`config.mk`:
```
export PLATFORM = sky130hd
export DESIGN_NAME = pipe_hazard_ctrl
export DESIGN_NICKNAME = d
export VERILOG_FILES = /design/src/rtl/pipe_hazard_ctrl.sv
export SDC_FILE = /design/constraint.sdc
export NUM_CORES = 1
export LEC_CHECK = 0
export ABC_CLOCK_PERIOD_IN_PS = 4100
export CELL_PAD_IN_SITES_DETAIL_PLACEMENT = 1
export CELL_PAD_IN_SITES_GLOBAL_PLACEMENT = 1
export CORE_MARGIN = 1.5
export CORE_UTILIZATION = 25
export CTS_BUF_LIST = sky130_fd_sc_hd__clkbuf_4 sky130_fd_sc_hd__clkbuf_8
export CTS_CLUSTER_DIAMETER = 50
export DETAILED_ROUTE_END_ITERATION = 16
export PLACE_DENSITY = 0.83
export REMOVE_ABC_BUFFERS = 1
export SYNTH_ARGS = -nofsm -noshare
export SYNTH_HDL_FRONTEND = slang
export SYNTH_SLANG_ARGS = --single-unit
export TNS_END_PERCENT = 1
```
`constraint.sdc`:
```
create_clock -name CLK -period 4.1 [get_ports CLK]
set_input_delay 1.23 -clock CLK [delete_from_list [all_inputs] [get_ports CLK]]
set_output_delay 1.23 -clock CLK [all_outputs]
set_load 0.02 [all_outputs]
```
`src/rtl/pipe_hazard_ctrl.sv`:
```
// Hazard control for a 5-stage MIPS-style pipeline: load-use and HI/LO
// multiply/divide interlocks, branch flush gating and a saturating stall counter.
module pipe_hazard_ctrl #(
  parameter int MULT_LAT = 4,
  parameter int DIV_LAT  = 32
) (
  input  logic        CLK,
  input  logic        RST_N,
  input  logic [31:0] ID_Instr,
  input  logic [31:0] ID_EX_Instr,
  input  logic        BranchTaken,
  output logic        PC_WrEn,
  output logic        IF_ID_WrEn,
  output logic        IF_ID_Flush,
  output logic        ID_EX_Bubble,
  output logic        MD_Busy,
  output logic [5:0]  MD_Cnt,
  output logic [15:0] Stall_Cnt
);

  localparam logic [5:0] MULT_CNT = 6'(MULT_LAT);
  localparam logic [5:0] DIV_CNT  = 6'(DIV_LAT);

  typedef enum logic {IDLE = 1'b0, BUSY = 1'b1} state_e;

  typedef struct packed {
    logic       load;
    logic       md;
    logic       md_div;
    logic       hilo;
    logic [4:0] rs;
    logic [4:0] rt;
  } dec_t;

  function automatic dec_t decode(input logic [31:0] instr);
    dec_t       d;
    logic [5:0] op;
    logic [5:0] funct;
    op       = instr[31:26];
    funct    = instr[5:0];
    d.rs     = instr[25:21];
    d.rt     = instr[20:16];
    d.load   = (op == 6'h20) || (op == 6'h21) || (op == 6'h23) ||
               (op == 6'h24) || (op == 6'h25);
    d.md     = (op == 6'h00) && (funct[5:2] == 4'b0110);
    d.md_div = d.md && funct[1];
    d.hilo   = (op == 6'h00) && (funct[5:2] == 4'b0100);
    return d;
  endfunction

  dec_t   id_dec;
  dec_t   ex_dec;
  state_e state_q, state_d;
  logic [5:0]  md_cnt_q, md_cnt_d;
  logic [15:0] stall_cnt_q, stall_cnt_d;
  logic lu_stall, md_stall, stall, busy;

  always_comb begin
    id_dec = decode(ID_Instr);
    ex_dec = decode(ID_EX_Instr);
  end

  assign busy = (state_q == BUSY);

  always_comb begin
    lu_stall = ex_dec.load && (ex_dec.rt != 5'd0) &&
               ((ex_dec.rt == id_dec.rs) || (ex_dec.rt == id_dec.rt));
    md_stall = (id_dec.md || id_dec.hilo) && (busy || ex_dec.md);
    stall    = lu_stall || md_stall;
  end

  // An MD op reaching ID/EX while BUSY is ignored: md_stall keeps it in ID.
  always_comb begin
    state_d  = state_q;
    md_cnt_d = md_cnt_q;
    unique case (state_q)
      IDLE: begin
        if (ex_dec.md) begin
          state_d  = BUSY;
          md_cnt_d = ex_dec.md_div ? DIV_CNT : MULT_CNT;
        end
      end
      BUSY: begin
        if (md_cnt_q <= 6'd1) begin
          state_d  = IDLE;
          md_cnt_d = 6'd0;
        end else begin
          md_cnt_d = md_cnt_q - 6'd1;
        end
      end
      default: begin
        state_d  = IDLE;
        md_cnt_d = 6'd0;
      end
    endcase
  end

  // Overlapping load-use and MD stalls are still one stall cycle.
  always_comb begin
    stall_cnt_d = stall_cnt_q;
    if (stall && (stall_cnt_q != 16'hFFFF))
      stall_cnt_d = stall_cnt_q + 16'd1;
  end

  always_ff @(posedge CLK) begin
    if (!RST_N) begin
      state_q     <= IDLE;
      md_cnt_q    <= 6'd0;
      stall_cnt_q <= 16'd0;
    end else begin
      state_q     <= state_d;
      md_cnt_q    <= md_cnt_d;
      stall_cnt_q <= stall_cnt_d;
    end
  end

  // While reset is held the pipeline is frozen and flushed regardless of inputs.
  always_comb begin
    if (!RST_N) begin
      PC_WrEn      = 1'b0;
      IF_ID_WrEn   = 1'b0;
      IF_ID_Flush  = 1'b1;
      ID_EX_Bubble = 1'b1;
      MD_Busy      = 1'b0;
    end else begin
      PC_WrEn      = !stall;
      IF_ID_WrEn   = !stall;
      IF_ID_Flush  = BranchTaken && !stall;
      ID_EX_Bubble = stall;
      MD_Busy      = busy;
    end
  end

  assign MD_Cnt    = md_cnt_q;
  assign Stall_Cnt = stall_cnt_q;

endmodule

```
==> results.txt, run 1 <==
The run finished with clean final reports. The static leakage power is 0.7897 nW. Clock-pin slew was measured on the worst setup and hold paths at 0.08 ns. The end of the worst register-to-register path is Stall_Cnt[1]. Summed over all instances, the cell type with the most area after synthesis is sky130_fd_sc_hd__dfxtp_1.

The congestion estimate from routability-driven global placement came to 0.7985. The latest clock arrival within the worst-skew pair is 0.26 ns. STA puts the critical path data required time at 2.87 ns. The commonest cells after synthesis are sky130_fd_sc_hd__dfxtp_1 (23), sky130_fd_sc_hd__nor2_1 (18), sky130_fd_sc_hd__a21oi_1 (17). The post-synthesis sequential area ratio came out at 32.45%.

The number of nets still failing antenna checks after routing came out at 0. The worst setup path is launched from an input port. Across all register-to-register paths, the minimum setup slack is 1.82 ns. Once layout is done, the placed cells without fillers occupy 2278 um^2. The total wire length after detailed routing came out at 4167 um. In this run the tool buffered the top-level ports with 64 buffer cells. The die boundary height came out at 78.34 um. For the pin with the worst max-slew slack, the measured transition is 0.6150 ns. The post-synthesis instance total came out at 178. In this run the deepest clock path goes through 2 buffers. The final non-filler cell total is 327. The share of final-layout standard cells stronger than drive strength 1 is 14.12%.

The async set or reset register ratio after synthesis came out at 0%. Counting cells, the worst reg-to-reg path comes to 8. The total clock buffers created by CTS is 3.

The highest net fanout along the worst path came out at 3. Dividing the detail-routed via count by the number of cells gives 4.991. Entering global routing, the biggest net connects 20 pins.

0 antenna diodes ended up in the layout. The via count of the first global-routing pass came to 1,656. The number of DRC markers in iteration 0 is 48. The relative slew slack is 59.00%. TritonCTS built the clock tree. The count of standard-cell rows is 27. The routed design could run at a clock period as short as 4.032 ns. For this run, the leading register cell type out of synthesis is sky130_fd_sc_hd__dfxtp_1. The number of primary I/O pins came out at 94. By instance count, the leading cell after synthesis is sky130_fd_sc_hd__dfxtp_1. The number of placed cells counting well taps came out at 322. Counting distinct cell types in the post-synthesis netlist gives 42. The post-route clock period utilization came out at 98.35%. The total of hold buffers inserted after clock tree synthesis came out at 0. The flip-flop and latch count after synthesis came out at 23. The startpoint identified for the worst hold timing path is Stall_Cnt[5]. At the worst endpoint, the arrival time is 2.80 ns. The mean instance size in the synthesized netlist is 7.971 um^2.

The path class of the tightest hold or removal check is reg2reg. The detail-routed net length per standard cell came out at 12.74 um. The area taken by multi-input logic gates is 903.4 um^2. The number of H-tree branching levels is 1.

The final count of pins violating max slew came out at 0. The final hold violation count is 0. The filler cell count in the final layout is 671.

The highest achievable clock rate is 0.2480 GHz. The global route total overflow came out at 0. The register area is 460.4 um^2. Compared with the post-synthesis result, the final layout area differs by 60.58%. The total iterations of the first detailed-routing run is 4. For this design the ratio of total power to cell area is 198.5 nW/um^2.

Setup repair after global routing left no endpoint under its margin. The largest voltage drop on the vdd net came out at 107.0 uV. The floorplan step set the die width to 78.34 um. The total global routing track utilization is 14.21%. Cells fill 41.38% of the core in the end.

The worst register-to-register path begins at Stall_Cnt[0]. Detailed placement ended at an HPWL of 3427 um. The kind of critical path is in2out. The worst setup path is captured at a primary output. Sorting the synthesized cells by area gives the leading types as sky130_fd_sc_hd__dfxtp_1 (32%), sky130_fd_sc_hd__xnor2_1 (6.2%), sky130_fd_sc_hd__a21oi_1 (6.0%). The netlist area before placement is 1419 um^2. Max-cap violations in this run came to 0. The count of flip-flops with a built-in enable after synthesis came out at 0. The worst hold path terminates at Stall_Cnt[5]. The first-pass GRT wire length came out at 7155 um. The effective utilization at floorplan is 25.77%. The post-route total power is 452.3 uW. Across all layers, the routed design uses 1,632 vias. Setup violations remaining at the end of the flow were counted as 0. The number of clock sinks came out at 23. Between clock sinks in the finished design, the worst skew comes to 0.001836 ns. The placed standard-cell area came out at 2217 um^2. The die covers 6136 um^2.

The number of antenna violations at the first check in global routing came out at 0. After detailed routing, the number of remaining DRC violations is 0. The final layout contains 326 nets.

The area share of the largest cell type after synthesis came out at 32.45%. The worst hold path cell count is 2. The yosys synthesis warning count is 0. The floorplan core area came out at 5507 um^2. The cell sitting at the root of the clock tree is a sky130_fd_sc_hd__clkbuf_8.
## per-stage QoR
stage / setup slack (ns) / setup TNS, ns / hold WS (ns)
floorplan: -0.02494 / -0.02494 / 0.5230
global placement: -0.6449 / -2.473 / 0.4772
detailed placement: -0.6585 / -2.552 / 0.4956
CTS: 0.003182 / 0 / 0.5079
global route: 0.01069 / 0 / 0.5611
finish: 0.06753 / 0 / 0.5023
## worst max-delay path, stage by stage
cell and delay, ns:
sky130_fd_sc_hd__dlygate4sd2_1 0.24, sky130_fd_sc_hd__or4_4 0.55, sky130_fd_sc_hd__nor2_4 0.11, sky130_fd_sc_hd__nor2_2 0.05, sky130_fd_sc_hd__a21oi_2 0.25, sky130_fd_sc_hd__and2_4 0.19, sky130_fd_sc_hd__inv_1 0.04, sky130_fd_sc_hd__buf_4 0.14
## layout by cell type (no fill, tap or decap), types with 4 or more instances in the layout
cell | synthesis | routed
sky130_fd_sc_hd__o31ai_1 | 4 | 4
sky130_fd_sc_hd__nor4_1 | 4 | 4
sky130_fd_sc_hd__nor2_1 | 18 | 17
sky130_fd_sc_hd__o21ai_0 | 9 | 9
sky130_fd_sc_hd__buf_4 | 2 | 18
sky130_fd_sc_hd__nand2_1 | 10 | 10
sky130_fd_sc_hd__or4_1 | 7 | 6
sky130_fd_sc_hd__xnor2_1 | 10 | 10
sky130_fd_sc_hd__o21a_1 | 4 | 4
sky130_fd_sc_hd__inv_1 | 7 | 7
sky130_fd_sc_hd__dfxtp_1 | 23 | 23
sky130_fd_sc_hd__nand3_1 | 7 | 7
sky130_fd_sc_hd__a21oi_1 | 17 | 16
sky130_fd_sc_hd__a31oi_1 | 4 | 4
sky130_fd_sc_hd__nor3_1 | 7 | 7
sky130_fd_sc_hd__or3_1 | 5 | 5
sky130_fd_sc_hd__clkdlybuf4s50_1 | 0 | 56
sky130_fd_sc_hd__nand4_1 | 4 | 4
## final cells by class
class | count | share of cell area (%)
well taps | 72 | 3.954
multi-input cells | 140 | 39.65
inverters | 7 | 1.153
flip-flops and latches | 23 | 20.21
repair buffers | 81 | 32.89
clock buffers | 4 | 2.142
## per-layer routing
metal	GRT usage, %	wire, um	vias to the layer above
li1	-	-	814
met1	15.76	1764	761
met2	27.04	2132	52
met3	2.907	218	5
met4	4.107	51	0
met5	0	0	-
## power by group
| part | switching, mW | internal [mW] |
|---|---|---|
| combinational | 0.0291 | 0.0510 |
| sequential | 0.000146 | 0.223 |
| clock | 0.0728 | 0.0760 |
| total | 0.102 | 0.350 |
## logic make-up after synthesis
family / count (synthesis) / share of synthesized area, %
xor gates and xnor gates: 11 / 6.790
AOI/OAI and AO/OA: 48 / 21.69
muxes: 1 / 0.7055
adders and majority gates: 3 / 2.646
and+or+nand+nor: 77 / 30.16
buffers and inverters: 15 / 5.555
DFF: 23 / 32.45
## how the worst max path moves through the flow
stage               startpoint            to  slack [ns]  depth (start not counted)
3_5_place_dp   ID_EX_Instr[17]       PC_WrEn       -0.66                          7
5_1_grt        ID_EX_Instr[20]  ID_EX_Bubble        0.01                          8
2_1_floorplan   ID_EX_Instr[4]  ID_EX_Bubble       -0.02                          6
6_report       ID_EX_Instr[20]  ID_EX_Bubble        0.07                          8
3_3_place_gp   ID_EX_Instr[17]    IF_ID_WrEn       -0.64                          7
4_1_cts        ID_EX_Instr[17]  ID_EX_Bubble       0.003                          8
## flip-flops by register name (all words and copies together) (netlist names)
name and cells:
busy 1, Stall_Cnt 16, MD_Cnt 6
## repair_timing
| item | CTS | global route |
|---|---|---|
| endpoints found under the setup margin | 4 | 4 |
| gates resized for setup | 24 | 3 |
| buffers inserted | 1 | 0 |
| pin swaps | 3 | 3 |
No activity file was read; power rests on OpenSTA's default activity.
==> run 2: changes to the inputs <==
Settings changed: ABC_CLOCK_PERIOD_IN_PS 4100 to 3500, CAP_MARGIN from default to 20, CORE_UTILIZATION 25 to 22, PLACE_DENSITY 0.83 to default, PLACE_DENSITY_LB_ADDON from default to 0.1.
Clock period 4.1 ns to 3.5 ns, I/O delays scaled along.
==> run 2 against run 1 <==
Routed wire length rose by 16%. Die area grew 13%. Sequential cell count is the same. Clock skew hardly changed. Cell count grew 4.3%. Clock power is 22% higher. Critical path type unchanged. Core utilization fell by 2.8 points. Highest routed layer unchanged.
==> results.txt, run 2 (synthesis results as in run 1) <==
The highest achievable clock rate is 0.2902 GHz. The number of clock sinks came out at 23 (unchanged). The total wire length after detailed routing is 4831 um (+16%). The count of input and output buffers is 64 (unchanged).

The latest clock arrival within the worst-skew pair is 0.27 ns (about the same). The flow ran to the end, and the final reports show no timing, DRC or antenna violations. The flip-flop count of the largest register, all copies and words added came out at 16 (unchanged). The final worst slack is 0.05406 ns (-0.01347 ns).

The library cells used most frequently in the layout, excluding fill and tap cells, are sky130_fd_sc_hd__clkdlybuf4s50_1 (45), sky130_fd_sc_hd__buf_4 (26), sky130_fd_sc_hd__dfxtp_1 (23). The area of the die was 6940 um^2 (+13%). For hold timing, the worst endpoint is Stall_Cnt[11].

The effective utilization at floorplan is 22.60% (-3.2 points). TritonCTS built the clock tree. CTS placed an instance of sky130_fd_sc_hd__clkbuf_8 at the clock tree root. The largest voltage drop on the vdd net is 163.9 uV (+53%). The arrival time of data at the critical path endpoint is 2.40 ns (-0.40 ns). The number of remaining DRC errors is 0 (unchanged). The number of nets still failing antenna checks after routing came out at 0 (unchanged).

The number of DRC markers in iteration 0 was 50 (+4.2%). The filler cell count in the final layout is 758 (+13%). Leaving out fill and tap cells, the most frequent cell in the layout is sky130_fd_sc_hd__clkdlybuf4s50_1. The worst min-delay path class is reg2reg.

The floorplan core area is 6277 um^2 (+14%). The worst setup path is captured at a primary output. The highest net fanout along the worst path came out at 3 (unchanged). The worst hold path cell count is 2 (unchanged).

The startpoint of the tightest hold check path is Stall_Cnt[11]. The post-route clock period utilization came out at 98.46%. The half-perimeter wire length after placement came out at 3568 um (+4.1%).

The buffer and inverter count on the worst path came to 3 (unchanged). The detail-routed net length per standard cell is 14.17 um (+11%). The static leakage power is 0.8995 nW (+14%). The final non-filler cell total is 341 (+4.3%). The kind of cell with the highest combined delay along the critical path is simple AND/OR/NAND/NOR gates.

The data required time of the critical path came out at 2.45 ns (-0.42 ns). The pre-CTS setup slack is -0.8768 ns (-0.2183 ns). The worst-case clock buffer depth came out at 2 (unchanged). The global route total overflow came to 0 (unchanged). The number of max-cap violations is 0 (unchanged).

The number of primary I/O pins is 94 (unchanged). The number of H-tree branching levels came to 1 (unchanged). The count of standard-cell rows is 29 (+7.4%). The power density over cell area is 225.0 nW/um^2 (+13%). The relative area change from synthesis to final layout came out at 70.81%. The number of placed cells counting well taps is 326 (+1.2%). The relative slew slack was 75.61% (+17 points). The clock-pin slew on the worst setup and hold paths came to 0.09 ns (about the same). The final core area utilization is 38.61% (-2.8 points). The final hold violation count came out at 0 (unchanged).

The total clock buffers created by CTS is 3 (unchanged). The final clock skew was 0.001823 ns (-0.00001288 ns). The first-pass GRT wire length is 7893 um (+10%). The width of the chip is 83.31 um (+6.3%).

The pin slew with the least headroom to its limit came out at 0.3642 ns (-0.2508 ns). The placer congestion estimate is 0.7162 (-10%). The total of hold buffers inserted after clock tree synthesis came to 0 (unchanged). The delay of the slowest cell on the worst path was 0.43 ns (-0.12 ns). Setup repair after global routing could not meet its margin everywhere. The via count is 1,648 (+0.98%). The share of final-layout standard cells stronger than drive strength 1 is 21.21% (+7.1 points). The worst register-to-register path ends at Stall_Cnt[14]. The signal on the critical path passes through dlygate4sd2_1 > or4_4 > nor2_4 > nor2_2 > a21oi_2 > and2_4 > inv_2 > buf_6. The final count of pins violating max slew came to 0 (unchanged). The number of antenna violations at the first check in global routing is 0 (unchanged).

The maximum number of pins on one net before global-route repair is 25 (+25%). The setup slack of the most critical reg-to-reg path is 1.19 ns (-0.63 ns). The post-layout minimum cycle time is 3.446 ns.

The final net count came out at 335 (+2.8%). The library cell contributing the largest single delay on the critical path is sky130_fd_sc_hd__or4_4. The length in cells of the worst reg-to-reg path is 12 (+4). The total iterations of the first detailed-routing run is 4 (unchanged). The total global routing track utilization is 13.90% (-0.31 points). The startpoint identified for the worst register-to-register timing path is busy. The count of endpoints failing setup in the final report came out at 0 (unchanged). The via count of the first global-routing pass came to 1,691 (+2.1%). The die boundary height is 83.31 um (+6.3%).

The average vias per placed instance is 4.833 (-3.2%). The setup path with the least slack is of type in2out. The worst setup path is launched from an input port. The antenna diode count was 0 (unchanged).
run 2: changes by cell type in the layout (fill, tap and decap cells not counted), sizes merged:
| cell | delta |
|---|---|
| clkdlybuf4s50 | -11 |
| buf | +11 |
| dlymetal6s2s | +2 |
| clkdlybuf4s15 | +1 |
| dlygate4sd2 | +6 |
run 2: layout make-up:
type	count	area, um^2	area share [%]
Clock buffer	4	48.80	2.013
Inverter	7	26.28	1.084
Multi-Input combinational cell	140	955.9	39.44
Sequential cell	23	460.4	19.00
Tap cell	77	96.34	3.975
Timing Repair Buffer	90	835.8	34.49
run 2: per-layer routing:
layer | wire (um) | track usage (%)
met1 | 2247 | 17.02
met2 | 2428 | 25.35
met3 | 130 | 2.883
met4 | 24 | 2.273
met5 | 0 | 0
run 2: how the worst max path moves through the flow:
stage / startpoint / endpoint / cells after the start / slack [ns]
global placement: ID_EX_Instr[17] / IF_ID_WrEn / 7 / -0.88
detailed placement: ID_EX_Instr[17] / IF_ID_WrEn / 7 / -0.88
finish: ID_EX_Instr[17] / ID_EX_Bubble / 8 / 0.05
floorplan: ID_EX_Instr[4] / ID_EX_Bubble / 6 / -0.26
CTS: RST_N / MD_Busy / 4 / 0.0008
global route: ID_EX_Instr[31] / ID_EX_Bubble / 8 / -0.04
run 2: tightest hold or removal path: stages, from the launching register on:
cell and delay (ns):
sky130_fd_sc_hd__dfxtp_1 0.34, sky130_fd_sc_hd__o31ai_1 0.07, sky130_fd_sc_hd__a21oi_1 0.06
run 2: where the power goes:
part,leakage [nW],internal (mW),switching [mW]
clock,0.0262,0.0892,0.0932
combinational,0.688,0.0615,0.0397
sequential,0.185,0.262,0.000181
run 2: timing repair:
action	in CTS	in global routing
setup endpoints to repair	4	8
cloned	0	0
resized for setup	52	9
setup buffers	11	0
pin swaps	11	9
run 2: per-stage QoR:
| step | hold slack [ns] | area (um^2) | power (mW) | TNS, ns |
|---|---|---|---|---|
| floorplan | 0.5230 | 1366 | 0.2974 | -0.3866 |
| detailed placement | 0.4897 | 2228 | 0.3643 | -3.400 |
| global route | 0.5408 | 2424 | 0.5746 | -0.03956 |
| CTS | 0.5091 | 2389 | 0.5507 | 0 |
| global placement | 0.4929 | 2228 | 0.3637 | -3.423 |
| finish | 0.5043 | 2424 | 0.5454 | 0 |
==> run 3: changes to the inputs <==
Settings changed: CELL_PAD_IN_SITES_DETAIL_PLACEMENT 1 to 0, CELL_PAD_IN_SITES_GLOBAL_PLACEMENT 1 to 2, CORE_UTILIZATION 22 to 17.
==> run 3 against run 2 <==
The flow now finishes with violations (setup timing). Design area is 3.9% higher. Via count is 0.12% higher. First-iteration DRC count is 18% lower. Critical endpoint unchanged. Largest power group unchanged.
==> results.txt, run 3 (synthesis results as in run 1) <==
The flow ran to the end, but the final reports show violations. The checks that failed: setup timing. The post-route clock period utilization is 101.1% (+2.7 points). The highest achievable clock rate is 0.2826 GHz (-2.6%). The die boundary height came out at 94.36 um (+13%).

The total wire length after detailed routing was 5156 um (+6.7%). TritonCTS built the clock tree. The number of DRC markers in iteration 0 came to 41 (-18%). The number of nets still failing antenna checks after routing came out at 0 (unchanged).

The area of the die is 8903 um^2 (+28%). The final net count is 338 (+0.90%). The total global routing track utilization is 11.56% (-2.3 points). The count of endpoints failing setup in the final report is 3 (+3).

The number of max-cap violations came out at 0 (unchanged). The arrival time of data at the critical path endpoint is 2.49 ns (+0.09 ns). The via count of the first global-routing pass is 1,552 (-8.2%). The effective utilization at floorplan is 17.44% (-5.2 points). The via count is 1,650 (+0.12%).

The number of placed cells counting well taps is 353 (+8.3%). The library cell contributing the largest single delay on the critical path is sky130_fd_sc_hd__or4_4. The share of final-layout standard cells stronger than drive strength 1 came to 25.47% (+4.3 points). Clock tree synthesis selected as its root buffer the cell sky130_fd_sc_hd__clkbuf_8. The final clock skew came out at 0.005455 ns (+0.003632 ns).

The final sum of negative setup slack was -0.04124 ns (-0.04124 ns). The half-perimeter wire length after placement is 3731 um (+4.6%). The static leakage power was 0.9514 nW (+5.8%). The floorplan core area came out at 8134 um^2 (+30%). The relative area change from synthesis to final layout came out at 77.51%.

The number of logic stages on the critical path including buffering came to 9 (+1). The relative slew slack was 74.80% (-0.81 points). The power density over cell area is 213.8 nW/um^2 (-5.0%). The largest voltage drop on the vdd net came to 120.2 uV (-27%).

The length in cells of the worst reg-to-reg path was 8 (-4). The global route total overflow was 0 (unchanged). The worst hold slack after final layout is 0.5222 ns (+0.01787 ns).

The worst hold path cell count is 2 (unchanged). Traced cell by cell, the critical path runs through buf_6 > or4_4 > nor2_4 > nor2_2 > a21oi_2 > buf_4 > and2_4 > inv_2 > buf_6. The count of standard-cell rows came out at 33 (+14%). The placer congestion estimate was 0.6946 (-3.0%). The post-layout minimum cycle time came out at 3.539 ns (+0.09313 ns). The detail-routed net length per standard cell came out at 13.86 um (-2.2%). The clock-pin slew on the worst setup and hold paths is 0.09 ns (about the same). The latest clock arrival within the worst-skew pair is 0.27 ns (about the same). The count of input and output buffers came out at 64 (unchanged).

The worst-case clock buffer depth is 2 (unchanged). The pre-CTS setup slack is -0.9576 ns (-0.08085 ns). The width of the chip is 94.36 um (+13%). The antenna diode count came out at 0 (unchanged). The final count of pins violating max slew is 0 (unchanged). The critical path's most frequent cell is sky130_fd_sc_hd__buf_6. In this run the worst hold path is classified as reg2reg.

The total of hold buffers inserted after clock tree synthesis came out at 0 (unchanged). The number of H-tree branching levels is 1 (unchanged). The worst setup path is launched from an input port. The number of antenna violations at the first check in global routing is 0 (unchanged). The buffer and inverter count on the worst path is 4 (+1). The kind of cell adding the most delay to the critical path is simple AND/OR/NAND/NOR gates. The setup slack of the most critical reg-to-reg path came out at 1.28 ns (+0.09 ns). The total iterations of the first detailed-routing run came out at 4 (unchanged). The library cell used most frequently in the layout, excluding fill and tap cells, is sky130_fd_sc_hd__clkdlybuf4s50_1. The average vias per placed instance is 4.435 (-8.2%). The final hold violation count was 0 (unchanged). Leaving out fill and tap cells, the most frequent cells in the layout are sky130_fd_sc_hd__clkdlybuf4s50_1 (30), sky130_fd_sc_hd__buf_4 (27), sky130_fd_sc_hd__dfxtp_1 (23). The data required time of the critical path is 2.45 ns (about the same). The final non-filler cell total came to 372 (+9.1%). The delay of the slowest cell on the worst path came out at 0.53 ns (+0.10 ns).

The flip-flop count of the largest register, all copies and words added is 16 (unchanged). The number of primary I/O pins was 94 (unchanged). The total clock buffers created by CTS came out at 3 (unchanged). The number of remaining DRC errors is 0 (unchanged). The pin slew with the least headroom to its limit is 0.3768 ns (+0.01263 ns). Setup repair after global routing could not meet its margin everywhere. The final core area utilization was 30.96% (-7.6 points). The maximum number of pins on one net before global-route repair came out at 25 (unchanged).

The worst setup path is of the in2out kind. The number of clock sinks came out at 23 (unchanged). The final worst slack came to -0.03906 ns (-0.09313 ns). The highest net fanout along the worst path was 3 (unchanged).

The endpoint class of the critical path is a primary output. The first-pass GRT wire length came to 8004 um (+1.4%).
## run 3: final timing paths
check | startpoint | to
setup / recovery | ID_EX_Instr[17] | ID_EX_Bubble
hold / removal | MD_Cnt[4] | MD_Cnt[4]
setup reg to reg | Stall_Cnt[0] | Stall_Cnt[9]
hold reg to reg | MD_Cnt[4] | MD_Cnt[4]
## run 3: what timing repair did
action	CTS	global route
pin swaps	23	18
setup endpoints to repair	4	11
cloned	0	1
gates resized for setup	71	21
setup buffers	12	2
## run 3: area by class of cell
type / count / area [um^2]
inverter: 7 / 26.28
clock inverter: 1 / 5.005
timing repair buffer: 93 / 873.3
fill: 902 / 5615
tap: 105 / 131.4
clock buffer: 3 / 41.29
sequential: 23 / 460.4
multi-input combinational: 140 / 980.9
## run 3: power breakdown
group	switching (mW)	internal (mW)	leakage (nW)
sequential	0.000181	0.262	0.185
combinational	0.0388	0.0575	0.741
clock	0.101	0.0798	0.0255
## run 3: worst min-delay path, stage by stage (launching register included)
cell and delay, ns:
sky130_fd_sc_hd__dfxtp_1 0.35, sky130_fd_sc_hd__o21ai_0 0.08, sky130_fd_sc_hd__a21oi_1 0.06
## run 3: routing by layer
layer	GRT usage, %	share of wire, %	routed length (um)	up-vias
met5	0	0	0	-
met4	2.985	0.87	45	0
met3	2.174	2.6	135	4
met2	20.08	51	2619	19
met1	14.61	46	2355	787
li1	-	-	-	840
## run 3: stage by stage
stage               total power [mW]  instance area [um^2]
finish                        0.5384                  2519
global route                  0.5629                  2519
CTS                           0.5460                  2411
detailed placement            0.3635                  2256
global placement              0.3639                  2256
floorplan                     0.2974                  1366
